$ cat config.mk
export PLATFORM = sky130hd
export DESIGN_NAME = snoop_bus_initiator
export DESIGN_NICKNAME = d
export VERILOG_FILES = /design/src/rtl/snoop_bus_initiator.sv
export SDC_FILE = /design/constraint.sdc
export NUM_CORES = 1
export LEC_CHECK = 0
export BUFFER_PORTS_ARGS = -buffer_cell sky130_fd_sc_hd__buf_2
export CAP_MARGIN = 20
export CORE_AREA = 4 4 218 220
export CTS_CLUSTER_SIZE = 28
export DETAILED_ROUTE_END_ITERATION = 6
export DIE_AREA = 0 0 222 224
export GPL_TIMING_DRIVEN = 0
export PLACE_DENSITY = 0.46
export SLEW_MARGIN = 10
export SYNTH_ARGS = -nofsm -noshare
export SYNTH_HDL_FRONTEND = slang
export SYNTH_SLANG_ARGS = --single-unit
$ cat constraint.sdc
create_clock -name clk -period 1.6 [get_ports clk]
set_input_delay 0.16 -clock clk [delete_from_list [all_inputs] [get_ports clk]]
set_output_delay 0.16 -clock clk [all_outputs]
set_load 0.03 [all_outputs]
$ cat src/rtl/snoop_bus_initiator.sv
// Snoop bus initiator: drives one coherent op on the shared bus, samples the snoop reply.
// Define SNOOP_WB_TIMEOUT_EN to add a watchdog that aborts a stalled HITM writeback.
module snoop_bus_initiator #(
    parameter int lineSize  = 512,
    parameter int addrWidth = 32,
    parameter int snoopWait = 2,
    parameter int wbTimeout = 16
) (
    input  logic                 clk,
    input  logic                 rst_n,
    input  logic                 reqValid,
    output logic                 reqReady,
    input  logic [7:0]           reqOp,
    input  logic [addrWidth-1:0] reqAddr,
    output logic [lineSize-1:0]  sharedBusOut,
    output logic [7:0]           sharedOperationBusOut,
    input  logic [1:0]           snoopBusIn,
    input  logic                 wbDone,
    output logic                 respValid,
    input  logic                 respReady,
    output logic [1:0]           respResult,
    output logic [1:0]           respMesi,
    output logic                 respError
);

    localparam logic [2:0] IDLE       = 3'd0;
    localparam logic [2:0] ISSUE      = 3'd1;
    localparam logic [2:0] SNOOP_WAIT = 3'd2;
    localparam logic [2:0] WB_WAIT    = 3'd3;
    localparam logic [2:0] RESP       = 3'd4;

    localparam logic [7:0] OP_READ  = 8'd1;
    localparam logic [7:0] OP_WRITE = 8'd2;
    localparam logic [7:0] OP_INV   = 8'd3;
    localparam logic [7:0] OP_RWIM  = 8'd4;

    localparam logic [1:0] SNP_HIT  = 2'b01;
    localparam logic [1:0] SNP_HITM = 2'b10;
    localparam logic [1:0] SNP_BAD  = 2'b11;

    localparam logic [1:0] MESI_I = 2'd0;
    localparam logic [1:0] MESI_S = 2'd1;
    localparam logic [1:0] MESI_E = 2'd2;
    localparam logic [1:0] MESI_M = 2'd3;

    if (snoopWait < 1 || snoopWait > 15) begin : gBadWait
        $error("snoopWait must lie in 1..15");
    end
    if (wbTimeout < 1) begin : gBadTimeout
        $error("wbTimeout must be at least 1");
    end
    if (lineSize < addrWidth) begin : gBadLine
        $error("lineSize must hold a full address");
    end

    logic [2:0]           state;
    logic [7:0]           opReg;
    logic [addrWidth-1:0] addrReg;
    logic [3:0]           waitCnt;
    logic [1:0]           resultReg;
    logic [1:0]           mesiReg;

    logic busOwned;
    logic accept;
    logic opLegal;
    logic isRead;
    logic isWrite;
    logic isInv;
    logic isRwim;
    logic sampleNow;
    logic goWb;
    logic [1:0] sampleMesi;

    assign accept  = (state == IDLE) && reqValid;
    assign opLegal = (reqOp == OP_READ) || (reqOp == OP_WRITE)
                  || (reqOp == OP_INV) || (reqOp == OP_RWIM);

    assign isRead  = (opReg == OP_READ);
    assign isWrite = (opReg == OP_WRITE);
    assign isInv   = (opReg == OP_INV);
    assign isRwim  = (opReg == OP_RWIM);

    assign sampleNow = (state == SNOOP_WAIT) && (waitCnt == 4'd1);
    assign goWb      = (snoopBusIn == SNP_HITM) && (isRead || isRwim);

    // A reserved snoop code on READ is treated as NOHIT.
    always_comb begin
        sampleMesi = MESI_I;
        unique case (1'b1)
            isRead: begin
                if (snoopBusIn == SNP_HIT || snoopBusIn == SNP_HITM) begin
                    sampleMesi = MESI_S;
                end else begin
                    sampleMesi = MESI_E;
                end
            end
            isRwim, isInv: sampleMesi = MESI_M;
            isWrite:       sampleMesi = MESI_I;
            default:       sampleMesi = MESI_I;
        endcase
    end

`ifdef SNOOP_WB_TIMEOUT_EN
    localparam int WbW = $clog2(wbTimeout + 1);
    localparam logic [WbW-1:0] WbLast = WbW'(wbTimeout - 1);

    logic [WbW-1:0] wbCnt;
    logic           errReg;
    logic           wbExpire;

    assign wbExpire  = (state == WB_WAIT) && (wbCnt == WbLast);
    assign respError = errReg;

    // wbDone on the limit cycle still completes the writeback normally.
    always_ff @(posedge clk or negedge rst_n) begin
        if (!rst_n) begin
            wbCnt  <= '0;
            errReg <= 1'b0;
        end else begin
            if (state == WB_WAIT) begin
                wbCnt <= wbCnt + WbW'(1);
            end else begin
                wbCnt <= '0;
            end
            if (accept) begin
                errReg <= 1'b0;
            end else if (wbExpire && !wbDone) begin
                errReg <= 1'b1;
            end
        end
    end
`else
    assign respError = 1'b0;
`endif

    always_ff @(posedge clk or negedge rst_n) begin
        if (!rst_n) begin
            state     <= IDLE;
            opReg     <= '0;
            addrReg   <= '0;
            waitCnt   <= '0;
            resultReg <= 2'b00;
            mesiReg   <= MESI_I;
        end else begin
            unique case (state)
                IDLE: begin
                    if (reqValid) begin
                        opReg   <= reqOp;
                        addrReg <= reqAddr;
                        if (opLegal) begin
                            state   <= ISSUE;
                            waitCnt <= 4'(snoopWait);
                        end else begin
                            state     <= RESP;
                            resultReg <= SNP_BAD;
                            mesiReg   <= MESI_I;
                        end
                    end
                end
                ISSUE: begin
                    state <= SNOOP_WAIT;
                end
                SNOOP_WAIT: begin
                    waitCnt <= waitCnt - 4'd1;
                    if (sampleNow) begin
                        resultReg <= snoopBusIn;
                        mesiReg   <= sampleMesi;
                        state     <= goWb ? WB_WAIT : RESP;
                    end
                end
                WB_WAIT: begin
                    if (wbDone) begin
                        state <= RESP;
`ifdef SNOOP_WB_TIMEOUT_EN
                    end else if (wbExpire) begin
                        state     <= RESP;
                        resultReg <= SNP_HITM;
                        mesiReg   <= MESI_I;
`endif
                    end
                end
                RESP: begin
                    if (respReady) begin
                        state <= IDLE;
                    end
                end
                default: begin
                    state <= IDLE;
                end
            endcase
        end
    end

    assign busOwned = (state == ISSUE) || (state == SNOOP_WAIT)
                   || (state == WB_WAIT);

    assign sharedBusOut          = busOwned ? lineSize'(addrReg) : '0;
    assign sharedOperationBusOut = busOwned ? opReg : 8'd0;

    assign reqReady   = (state == IDLE);
    assign respValid  = (state == RESP);
    assign respResult = resultReg;
    assign respMesi   = mesiReg;

endmodule

==> results.md, run 1 <==
* Synth top area share at 0.586
* # Max-Cap Violations at 0
* Vias at 4720
* DRC Markers at 0
* Root buffer cell: clkbuf_16
* Fmax at 540 MHz
* Placed Cells at 1872
* Post-DRT Antenna Nets at 0
* Worst R2R Path Depth at 7
* Status: finished, violations left
* Clk_lat worst skew at 0.34 ns
* CTS Buf Count at 5
* Max VDD drop at 0.000476 V
* Async SR Flop Fraction at 1.00
* Syn Std Cell Area at 6160 sq um
* GRT Total Usage at 0.0720
* CTS tree: built
* Min cycle time layout at 1.85 ns
* Post-synth EDFFs at 0
* Placeable Area at 45300 sq um
* Average size of a mapped cell at between 8 and 9 sq um
* Max Slew Vio Count at 0
* R2r endpoint: addrReg[26]
* Final WL at roughly 20 mm
* Die Wd at 222 um
* Gate Count Post-Synth at 699
* Final cell count without fillers at around 1900
* WP data arrival at 1.69 ns
* # rows at 78
* Die area at between 40000 and 50000 sq um
* Dpl hpwl at between 15 and 20 mm
* Vias in the first global route at 4325
* Hold Fails Final Rpt at 0
* Synth-to-Final Area Change at 69.8%
* Die Height at around 220 um
* Violated checks: negative setup slack
* Cell variety after synth at 44
* Ys flop type: dfrtp_1
* Crit-path max FO at 10
* Layout cells sized above 1 at 0.555
* Post-synthesis cell type with the largest combined area: buf_4
* Leakage power at approximately 6.3 nW
* Worst hold path type: input pin to flip-flop
* Initial antenna violation count at 3
* H-tree depth at 2
* Hold Path End: addrReg[21]
* Unrepaired setup endpoints after global routing: true
* Drt wl/cell at about 10 um
* Fin crit share at 1.16
* Post-synthesis sequential area ratio at 0.207
* Worst hold slack at 0.0467 ns
* Routability cong. at 0.722
* CP required at 1.44 ns
* Clock Tree Buf Depth at 2
* Setup slack, reg-to-reg at -0.25 ns
* Total Nets Final at 1355
* Clk sink count at 51
* Hold path cells at 2
* DR vias/cell at 2.48
* Setup crit end kind: primary output
* DRT Pass-1 Iters at 4
* Worst setup margin at -0.253 ns
* Port bufs at 92
* Post-synthesis register bit count at 51
* I/O pins at 574
* Initial Utilization at 0.136
* Gr ovfl total at 0
* First-pass GRT wire length at 27.0 mm
* Setup violators final at 86
* Initial detailed-routing violation count at 70
* Hold Crit Start: reqAddr[21]
* Pwr/cell area at 643 nW/um^2
* Clock Skews at 0.0153 ns
* Register clock-pin slew on the reported worst setup and hold paths at 0.09 ns
* Top cells by area, synth: buf_4 (59%), dfrtp_1 (21%), mux2_2 (7.3%)
* R2R Path Start: state[1]
* Fill cell count at 4984
* Yosys warnings at 0
* Largest net degree at the start of global routing at 29
* Crit Path Class: flip-flop to primary output
* Setup crit start kind: flip-flop
per-layer routing:
layer  vias to the layer above  global-route usage  routed length (um)
met5                         -                   0                  23
met4                         4              0.0170                 304
met3                        16              0.0387                2260
met2                       273               0.131               10400
met1                      1991              0.0733                6780
li1                       2436                   -                   -
timing repair:
| item | 4_1_cts | 5_1_grt |
|---|---|---|
| hold endpoints to repair | 23 | 0 |
| endpoints found under the setup margin | 92 | 91 |
| resized for setup | 160 | 23 |
| setup buffers | 11 | 8 |
| pin swaps | 13 | 7 |
| hold buffers | 1 | 0 |
| gates cloned | 4 | 2 |
metrics by stage:
| step | area (sq um) | total power, mW | utilization | worst slack, ns | TNS (ns) |
|---|---|---|---|---|---|
| 3_5_place_dp | 9390 | 5.10 | 0.207 | -0.783 | -39.86 |
| 4_1_cts | 10300 | 6.62 | 0.227 | -0.286 | -20.62 |
| 5_1_grt | 10500 | 7.14 | 0.231 | -0.333 | -24.32 |
| 3_3_place_gp | 9360 | 5.07 | 0.207 | -0.790 | -39.62 |
| 6_report | 10500 | 6.73 | 0.231 | -0.253 | -18.49 |
| 2_1_floorplan | 8150 | 4.78 | - | -0.198 | -7.58 |
flip-flops by register name, indices dropped and copies added, names as in the netlist:
signal and count:
addrReg 32, respResult 2, state 3, waitCnt 4, opReg 8, respMesi 2
synthesized netlist by cell type, drive strengths merged, types with 2 or more instances:
library cell / n
or3: 3
nor3b: 3
nor2: 11
buf: 485
nor2b: 3
inv: 8
a211oi: 2
dfrtp: 51
a31o: 3
nor3: 3
xor2: 2
or3b: 2
nand4: 2
and2: 41
nand2: 7
o21ai: 3
mux2: 40
clkbuf: 7
ha: 3
a21oi: 6
critical path, stage by stage, from the launching register on:
cell and delay, ns:
dfrtp_1 0.42, buf_6 0.15, nor2_4 0.11, nor2_4 0.06
buf_12 0.13, clkbuf_16 0.16, and2_4 0.17, buf_12 0.14
logic make-up (layout without fill, tap and decap cells):
family	Yosys count	count (layout)	synth area share
fa+ha+maj	3	3	0.00609
simple gates	80	80	0.0766
other cells	1	482	0.000609
mux	40	40	0.0731
compound gates	21	21	0.0236
xor+xnor	3	3	0.00427
flops	51	51	0.207
buf+inv	500	627	0.609
worst max path at each step:
stage	from	endpoint	slack, ns	cells past startpoint
6_report	state[0]	sharedOperationBusOut[0]	-0.25	7
5_1_grt	state[0]	sharedOperationBusOut[0]	-0.33	7
4_1_cts	state[1]	addrReg[26]	-0.29	7
3_3_place_gp	state[0]	sharedOperationBusOut[6]	-0.79	6
2_1_floorplan	state[2]	addrReg[0]	-0.20	6
3_5_place_dp	state[0]	sharedOperationBusOut[6]	-0.78	6
layout by cell type, fill, tap and decap left out, types with 2 or more instances in the layout:
| master | Yosys | final |
|---|---|---|
| clkbuf_16 | 0 | 17 |
| nand2_4 | 0 | 2 |
| a31o_1 | 2 | 2 |
| nor2b_1 | 3 | 3 |
| buf_12 | 1 | 6 |
| a21oi_2 | 0 | 3 |
| conb_1 | 1 | 481 |
| mux2_4 | 0 | 40 |
| ha_1 | 3 | 2 |
| inv_1 | 7 | 5 |
| nor3b_4 | 0 | 2 |
| dfrtp_2 | 0 | 2 |
| a21oi_1 | 6 | 3 |
| and2_4 | 1 | 41 |
| nor2_1 | 11 | 8 |
| nand2_1 | 6 | 4 |
| o21ai_0 | 3 | 3 |
| inv_2 | 1 | 2 |
| nor2_4 | 0 | 2 |
| nor3_1 | 3 | 2 |
| or3_1 | 2 | 2 |
| buf_4 | 481 | 495 |
| xor2_1 | 2 | 2 |
| a211oi_1 | 2 | 2 |
| dfrtp_1 | 51 | 49 |
| buf_2 | 1 | 49 |
| clkinv_4 | 0 | 3 |
| nand4_1 | 2 | 2 |
| buf_6 | 1 | 47 |
power by group:
group / internal (mW) / switching (mW) / leakage, nW
clock: 0.602 / 0.664 / 0.0759
combinational: 1.54 / 2.12 / 5.63
sequential: 1.58 / 0.227 / 0.592
total: 3.72 / 3.01 / 6.30
layout make-up:
cell class,count,area [sq um],share of cell area
Buffer,492,3850,0.368
Sequential cell,51,1280,0.122
Antenna cell,1,2.50,0.000239
Timing Repair Buffer,119,1090,0.104
Tap cell,600,751,0.0718
Inverter,8,35.0,0.00335
Clock buffer,5,125,0.0120
Clock inverter,3,28.8,0.00275
Multi-Input combinational cell,628,3300,0.316
Note: power is estimated with default switching activity, not from simulation.
==> run 2, diff against run 1 <==
- CELL_PAD_IN_SITES_DETAIL_PLACEMENT: default -> 1
- CELL_PAD_IN_SITES_GLOBAL_PLACEMENT: default -> 1
- CORE_AREA: 4 4 218 220 -> 4 4 219 221
- CTS_BUF_LIST: default -> sky130_fd_sc_hd__clkbuf_8 sky130_fd_sc_hd__clkbuf_16
- DIE_AREA: 0 0 222 224 -> 0 0 223 225
- PLACE_DENSITY: 0.46 -> 0.59
==> results.md, run 2 (synthesis gave the netlist of run 1 again) <==
* Dpl hpwl at 18.0 mm (was 16.6 mm)
* Fill cell count at 5683 (was 4984)
* Clk_lat worst skew at 0.31 ns (was 0.34 ns)
* Final cell count without fillers at 1910 (was 1907)
* Drt wl/cell at 11.3 um (was 10.4 um)
* Placed Cells at 1878 (was 1872)
* Initial Utilization at 0.133 (was 0.136)
* First-pass GRT wire length at 29.9 mm (was 27.0 mm)
* Worst setup margin at -0.286 ns (was -0.253 ns)
* Violated checks: negative setup slack (unchanged)
* DR vias/cell at 2.56 (was 2.48)
* Leakage power at 6.26 nW (was 6.30 nW)
* Slowest Stage Delay on Critical Path at 0.38 ns (was 0.42 ns)
* Worst-margin pin slew at 0.753 ns
* Crit-path max FO at 8 (was 10)
* Slowest CP cell: dfrtp_1 (unchanged)
* Setup TNS at -18.20 ns (was -18.49 ns)
* Worst hold slack at 0.0782 ns (was 0.0467 ns)
* P_int at 3.93 mW (was 3.72 mW)
* Max VDD drop at 0.000335 V (was 0.000476 V)
* Post-DRT Antenna Nets at 0 (unchanged)
* Buf/Inv on CP at 4 (unchanged)
* Delay-heaviest family, CP: simple AND/OR/NAND/NOR gates (was buffers and inverters)
* Wire length on met3 at 2.22 mm (was 2.26 mm)
* Fin crit share at 1.18 (was 1.16)
* Max Slew Vio Count at 0 (unchanged)
* Regs by FF count: addrReg x32, opReg x8, waitCnt x4 (unchanged)
* GRT Total Usage at 0.0777 (was 0.0720)
* Final WL at 21.6 mm (was 19.8 mm)
* Max reg flops at 32 (unchanged)
* Clock power share at 0.209 (was 0.188)
* DR top layer: met5 (unchanged)
* Fin util at 0.225 (was 0.231)
* Unrepaired setup endpoints after global routing: true (unchanged)
* WP data arrival at 2.08 ns (was 1.69 ns)
* Root buffer cell: clkbuf_16 (unchanged)
* I/O pins at 574 (unchanged)
* Multi-input gate area at 3260 sq um (was 3300 sq um)
* Setup crit start kind: flip-flop (unchanged)
* Post-DP Area at 9370 sq um (was 9390 sq um)
* FF+latch area at 1280 sq um (about the same)
* Routability cong. at 0.717 (was 0.722)
* Fmax at 530 MHz (was 540 MHz)
* Total Nets Final at 1352 (was 1355)
* Largest reg by FF count: addrReg (unchanged)
* Antenna diodes at 0 (was 1)
* DRC Markers at 0 (unchanged)
* Net Sw Frac at 0.424 (was 0.447)
* Gr ovfl total at 0 (unchanged)
* Setup violators final at 86 (unchanged)
* Min cycle time layout at 1.89 ns (was 1.85 ns)
* Die Height at 225 um (was 224 um)
* Pwr/cell area at 657 nW/um^2 (was 643 nW/um^2)
* Comb pwr share at 0.524 (was 0.544)
* Initial detailed-routing violation count at 64 (was 70)
* Clock Tree Buf Depth at 2 (unchanged)
* Setup crit end kind: flip-flop (was primary output)
* CTS Buf Count at 5 (unchanged)
* CP required at 1.79 ns (was 1.44 ns)
* Worst path cell trace: buf_6 > or3_4 > clkinv_4 > and2_4 > buf_12 > clkbuf_16 > mux2_4 (was buf_6 > nor2_4 > nor2_4 > buf_12 > clkbuf_16 > and2_4 > buf_12)
* H-tree depth at 2 (unchanged)
* Placeable Area at 46200 sq um (was 45300 sq um)
* Worst slew margin at 0.498
* Initial antenna violation count at 2 (was 3)
* Crit Path Class: flip-flop to flip-flop (was flip-flop to primary output)
* Clk sink count at 51 (unchanged)
* # rows at 79 (was 78)
* Setup Slack @ Placement at -0.671 ns (was -0.783 ns)
* Sequential share of power at 0.266 (was 0.268)
* Die area at 50200 sq um (was 49700 sq um)
* Status: finished, violations left (unchanged)
* Worst hold path type: input pin to flip-flop (unchanged)
* Met2 wire length at 11.6 mm (was 10.4 mm)
* DRT Pass-1 Iters at 4 (unchanged)
* Layout cells sized above 1 at 0.549 (was 0.555)
* Switching pwr at 2.89 mW (was 3.01 mW)
* Most common cell after layout, fill and taps aside: buf_4 (unchanged)
* Post-Route M1 WL at 7.44 mm (was 6.78 mm)
* Clock Skews at 0.0109 ns (was 0.0153 ns)
* Port bufs at 92 (unchanged)
* Vias in the first global route at 4939 (was 4325)
* Total power at 6.82 mW (was 6.73 mW)
* Commonest cells after routing, fill and taps aside: buf_4 (497), conb_1 (481), dfrtp_1 (50) (was buf_4 (495), conb_1 (481), dfrtp_1 (49), buf_2 (49), buf_6 (47))
* Hold Fails Final Rpt at 0 (unchanged)
* Largest net degree at the start of global routing at 52 (was 29)
* CTS tree: built (unchanged)
* Register clock-pin slew on the reported worst setup and hold paths at 0.08 ns (was 0.09 ns)
* Post-route cell area at 10400 sq um (was 10500 sq um)
* # Max-Cap Violations at 0 (unchanged)
* Vias at 4885 (was 4720)
* Synth-to-Final Area Change at 68.7% (was 69.8%)
* Die Wd at 223 um (was 222 um)
## run 2: changes by cell type in the layout (fill, tap and decap cells not counted), moves of 2 or more
cell | previous run | this run
buf_12 | 6 | 4
buf_4 | 495 | 497
buf_6 | 47 | 43
bufinv_16 | 0 | 2
clkinv_4 | 3 | 1
inv_1 | 5 | 7
## run 2: layer usage
layer	global-route usage	vias to the layer above
li1	-	2429
met5	0	-
met3	0.0306	19
met1	0.0818	2140
met2	0.145	295
met4	0.0205	2
## run 2: power by group through the flow
stage / registers [mW] / logic [mW] / clock network (mW)
after floorplan: 1.72 / 3.06 / 0
after global placement: 1.79 / 3.26 / 0
after detailed placement: 1.81 / 3.29 / 0
after CTS: 1.82 / 3.39 / 1.51
after global routing: 1.86 / 3.80 / 1.55
final: 1.82 / 3.58 / 1.43
## run 2: final timing paths
check	cells past startpoint	start	end	slack, ns
hold / removal	2	reqAddr[6]	addrReg[6]	0.08
max in group asynchronous	2	rst_n	state[2]	0.60
setup / recovery	7	state[1]	opReg[3]	-0.29
setup reg to reg	7	state[1]	opReg[3]	-0.29
min in group asynchronous	2	rst_n	addrReg[5]	0.48
hold reg to reg	1	addrReg[13]	addrReg[13]	0.51
## run 2: final cells by class
type	instances	share of cell area
buffer	492	0.370
clock buffer	5	0.0120
clock inverter	3	0.00614
inverter	8	0.00337
multi-input combinational	628	0.314
sequential	51	0.123
tap	607	0.0731
timing repair buffer	116	0.0983
## run 2: timing repair
action                                 in CTS  in global routing
hold buffers                                1                  0
gates resized for setup                   152                 18
endpoints found under the hold margin      51                  0
cloned                                      6                  2
setup endpoints to repair                  91                 92
buffers inserted                            7                  9
pin swaps                                  34                  5
==> run 3, diff against run 2 <==
- SKIP_LAST_GASP: default -> 1
==> results.md, run 3 (synthesis gave the netlist of run 1 again) <==
* Status: finished, violations left (unchanged)
* Violated checks: negative setup slack (unchanged)
* Final WL at 21.8 mm (was 21.6 mm)
* DRT Pass-1 Iters at 4 (unchanged)
* Total Nets Final at 1356 (was 1352)
* Worst slew margin at 0.493 (was 0.498)
* Hold Crit Start: reqAddr[6] (unchanged)
* Initial Utilization at 0.133 (unchanged)
* Die Wd at 223 um (unchanged)
* Root buffer cell: clkbuf_16 (unchanged)
* Initial detailed-routing violation count at 68 (was 64)
* DRC Markers at 0 (unchanged)
* Placeable Area at 46200 sq um (unchanged)
* Largest net degree at the start of global routing at 52 (unchanged)
* Most common cell after layout, fill and taps aside: buf_4 (unchanged)
* Placed Cells at 1878 (unchanged)
* Fmax at 532 MHz (was 530 MHz)
* Setup crit end kind: flip-flop (unchanged)
* Die area at 50200 sq um (unchanged)
* Register clock-pin slew on the reported worst setup and hold paths at 0.08 ns (about the same)
* Antenna diodes at 0 (unchanged)
* # rows at 79 (unchanged)
* Clk sink count at 51 (unchanged)
* Crit Path Class: flip-flop to flip-flop (unchanged)
* Die Height at 225 um (unchanged)
* Worst R2R Path Depth at 7 (unchanged)
* I/O pins at 574 (unchanged)
* Layout cells sized above 1 at 0.531 (was 0.549)
* Worst setup endpoint: opReg[3] (unchanged)
* Worst hold path type: input pin to flip-flop (unchanged)
* Leakage power at 6.24 nW (was 6.26 nW)
* Drt wl/cell at 11.4 um (was 11.3 um)
* WP data arrival at 2.07 ns (was 2.08 ns)
* Pwr/cell area at 659 nW/um^2 (was 657 nW/um^2)
* Clock Tree Buf Depth at 2 (unchanged)
* # Max-Cap Violations at 0 (unchanged)
* Fin util at 0.224 (was 0.225)
* CTS tree: built (unchanged)
* Setup slack, reg-to-reg at -0.28 ns (was -0.29 ns)
* Slowest Stage Delay on Critical Path at 0.38 ns (about the same)
* Hold Fails Final Rpt at 0 (unchanged)
* Initial antenna violation count at 3 (was 2)
* R2R Path Start: state[1] (unchanged)
* CP required at 1.79 ns (about the same)
* Max VDD drop at 0.000330 V (was 0.000335 V)
* Clock Skews at 0.0110 ns (was 0.0109 ns)
* Crit-path max FO at 8 (unchanged)
* R2r endpoint: opReg[3] (unchanged)
* Port bufs at 92 (unchanged)
* Synth-to-Final Area Change at 67.9% (was 68.7%)
* First-pass GRT wire length at 29.7 mm (was 29.9 mm)
* Vias at 4909 (was 4885)
* Setup crit start kind: flip-flop (unchanged)
* Min cycle time layout at 1.88 ns (was 1.89 ns)
* Largest reg by FF count: addrReg (unchanged)
* Dpl hpwl at 18.0 mm (unchanged)
* Final cell count without fillers at 1914 (was 1910)
* Total power at 6.82 mW (about the same)
* Clk_lat worst skew at 0.30 ns (was 0.31 ns)
* CTS Buf Count at 5 (unchanged)
* Post-DRT Antenna Nets at 0 (unchanged)
* Worst setup margin at -0.278 ns (was -0.286 ns)
* Crit path launch: state[1] (unchanged)
* Setup violators final at 87 (was 86)
* Max reg flops at 32 (unchanged)
* Worst-margin pin slew at 0.760 ns (was 0.753 ns)
* Worst hold slack at 0.0794 ns (was 0.0782 ns)
* Setup TNS at -19.13 ns (was -18.20 ns)
* Worst path cell trace: buf_6 > or3_4 > clkinv_4 > and2_4 > buf_12 > clkbuf_16 > mux2_4 (unchanged)
* Regs by FF count: addrReg x32, opReg x8, waitCnt x4 (unchanged)
* Vias in the first global route at 4908 (was 4939)
* Routability cong. at 0.717 (unchanged)
* Unrepaired setup endpoints after global routing: true (unchanged)
* Commonest cells after routing, fill and taps aside: buf_4 (501), conb_1 (481), buf_2 (51) (was buf_4 (497), conb_1 (481), dfrtp_1 (50))
* DR vias/cell at 2.56 (about the same)
* Max Slew Vio Count at 0 (unchanged)
* GRT Total Usage at 0.0774 (was 0.0777)
* Gr ovfl total at 0 (unchanged)
* Fin crit share at 1.17 (was 1.18)
* Slowest CP cell: dfrtp_1 (unchanged)
* H-tree depth at 2 (unchanged)
run 3: changes by cell type in the layout (fill, tap and decap cells not counted), sizes merged:
cell	change
buf	+3
clkbuf	+1
run 3: layer usage:
metal,wire [um],track usage,share of wire,vias to the layer above
li1,-,-,-,2438
met1,7520,0.0813,0.35,2146
met2,11600,0.144,0.53,302
met3,2210,0.0306,0.10,21
met4,412,0.0205,0.019,2
met5,13,0,0.00060,-
run 3: final cells by class:
cell class | instances | area, sq um
well taps | 607 | 759
fillers | 5688 | 35800
clock inverters | 3 | 63.8
inverters | 8 | 35.0
repair buffers | 120 | 1040
multi-input cells | 628 | 3190
plain buffers | 492 | 3850
clock buffers | 5 | 125
flip-flops and latches | 51 | 1280
run 3: through the flow:
step | worst slack (ns) | instance area, sq um
after floorplan | -0.198 | 8150
after global placement | -0.636 | 9370
after detailed placement | -0.671 | 9370
after CTS | -0.302 | 10100
after global routing | -0.330 | 10300
final | -0.278 | 10300
run 3: where the power goes:
group          internal, mW  switching (mW)  leakage, nW  total, mW
Combinational          1.48            2.12         5.55       3.60
Clock                 0.893           0.530       0.0952       1.42
Sequential             1.58           0.225        0.592       1.80
Total                  3.95            2.87         6.24       6.82
run 3: worst min path at each step:
stage	end	slack [ns]	cells after the start
floorplan	addrReg[0]	-0.14	0
global placement	addrReg[3]	0.39	2
detailed placement	addrReg[12]	0.29	1
CTS	addrReg[6]	0.06	2
global route	addrReg[6]	0.06	2
finish	addrReg[6]	0.08	2
run 3: worst max-delay path: cells and delay by family, from the launching register on:
family	cells	cell delay, ns
buf+inv	4	0.53
flops	1	0.38
mux	1	0.30
simple gates	2	0.54
run 3: timing repair:
| action | CTS | global route |
|---|---|---|
| endpoints found under the setup margin | 91 | 92 |
| endpoints found under the hold margin | 51 | 0 |
| cloned | 6 | 2 |
| pin swaps | 2 | 6 |
| gates resized for setup | 111 | 30 |
| hold buffers | 1 | 0 |
| setup buffers | 7 | 15 |
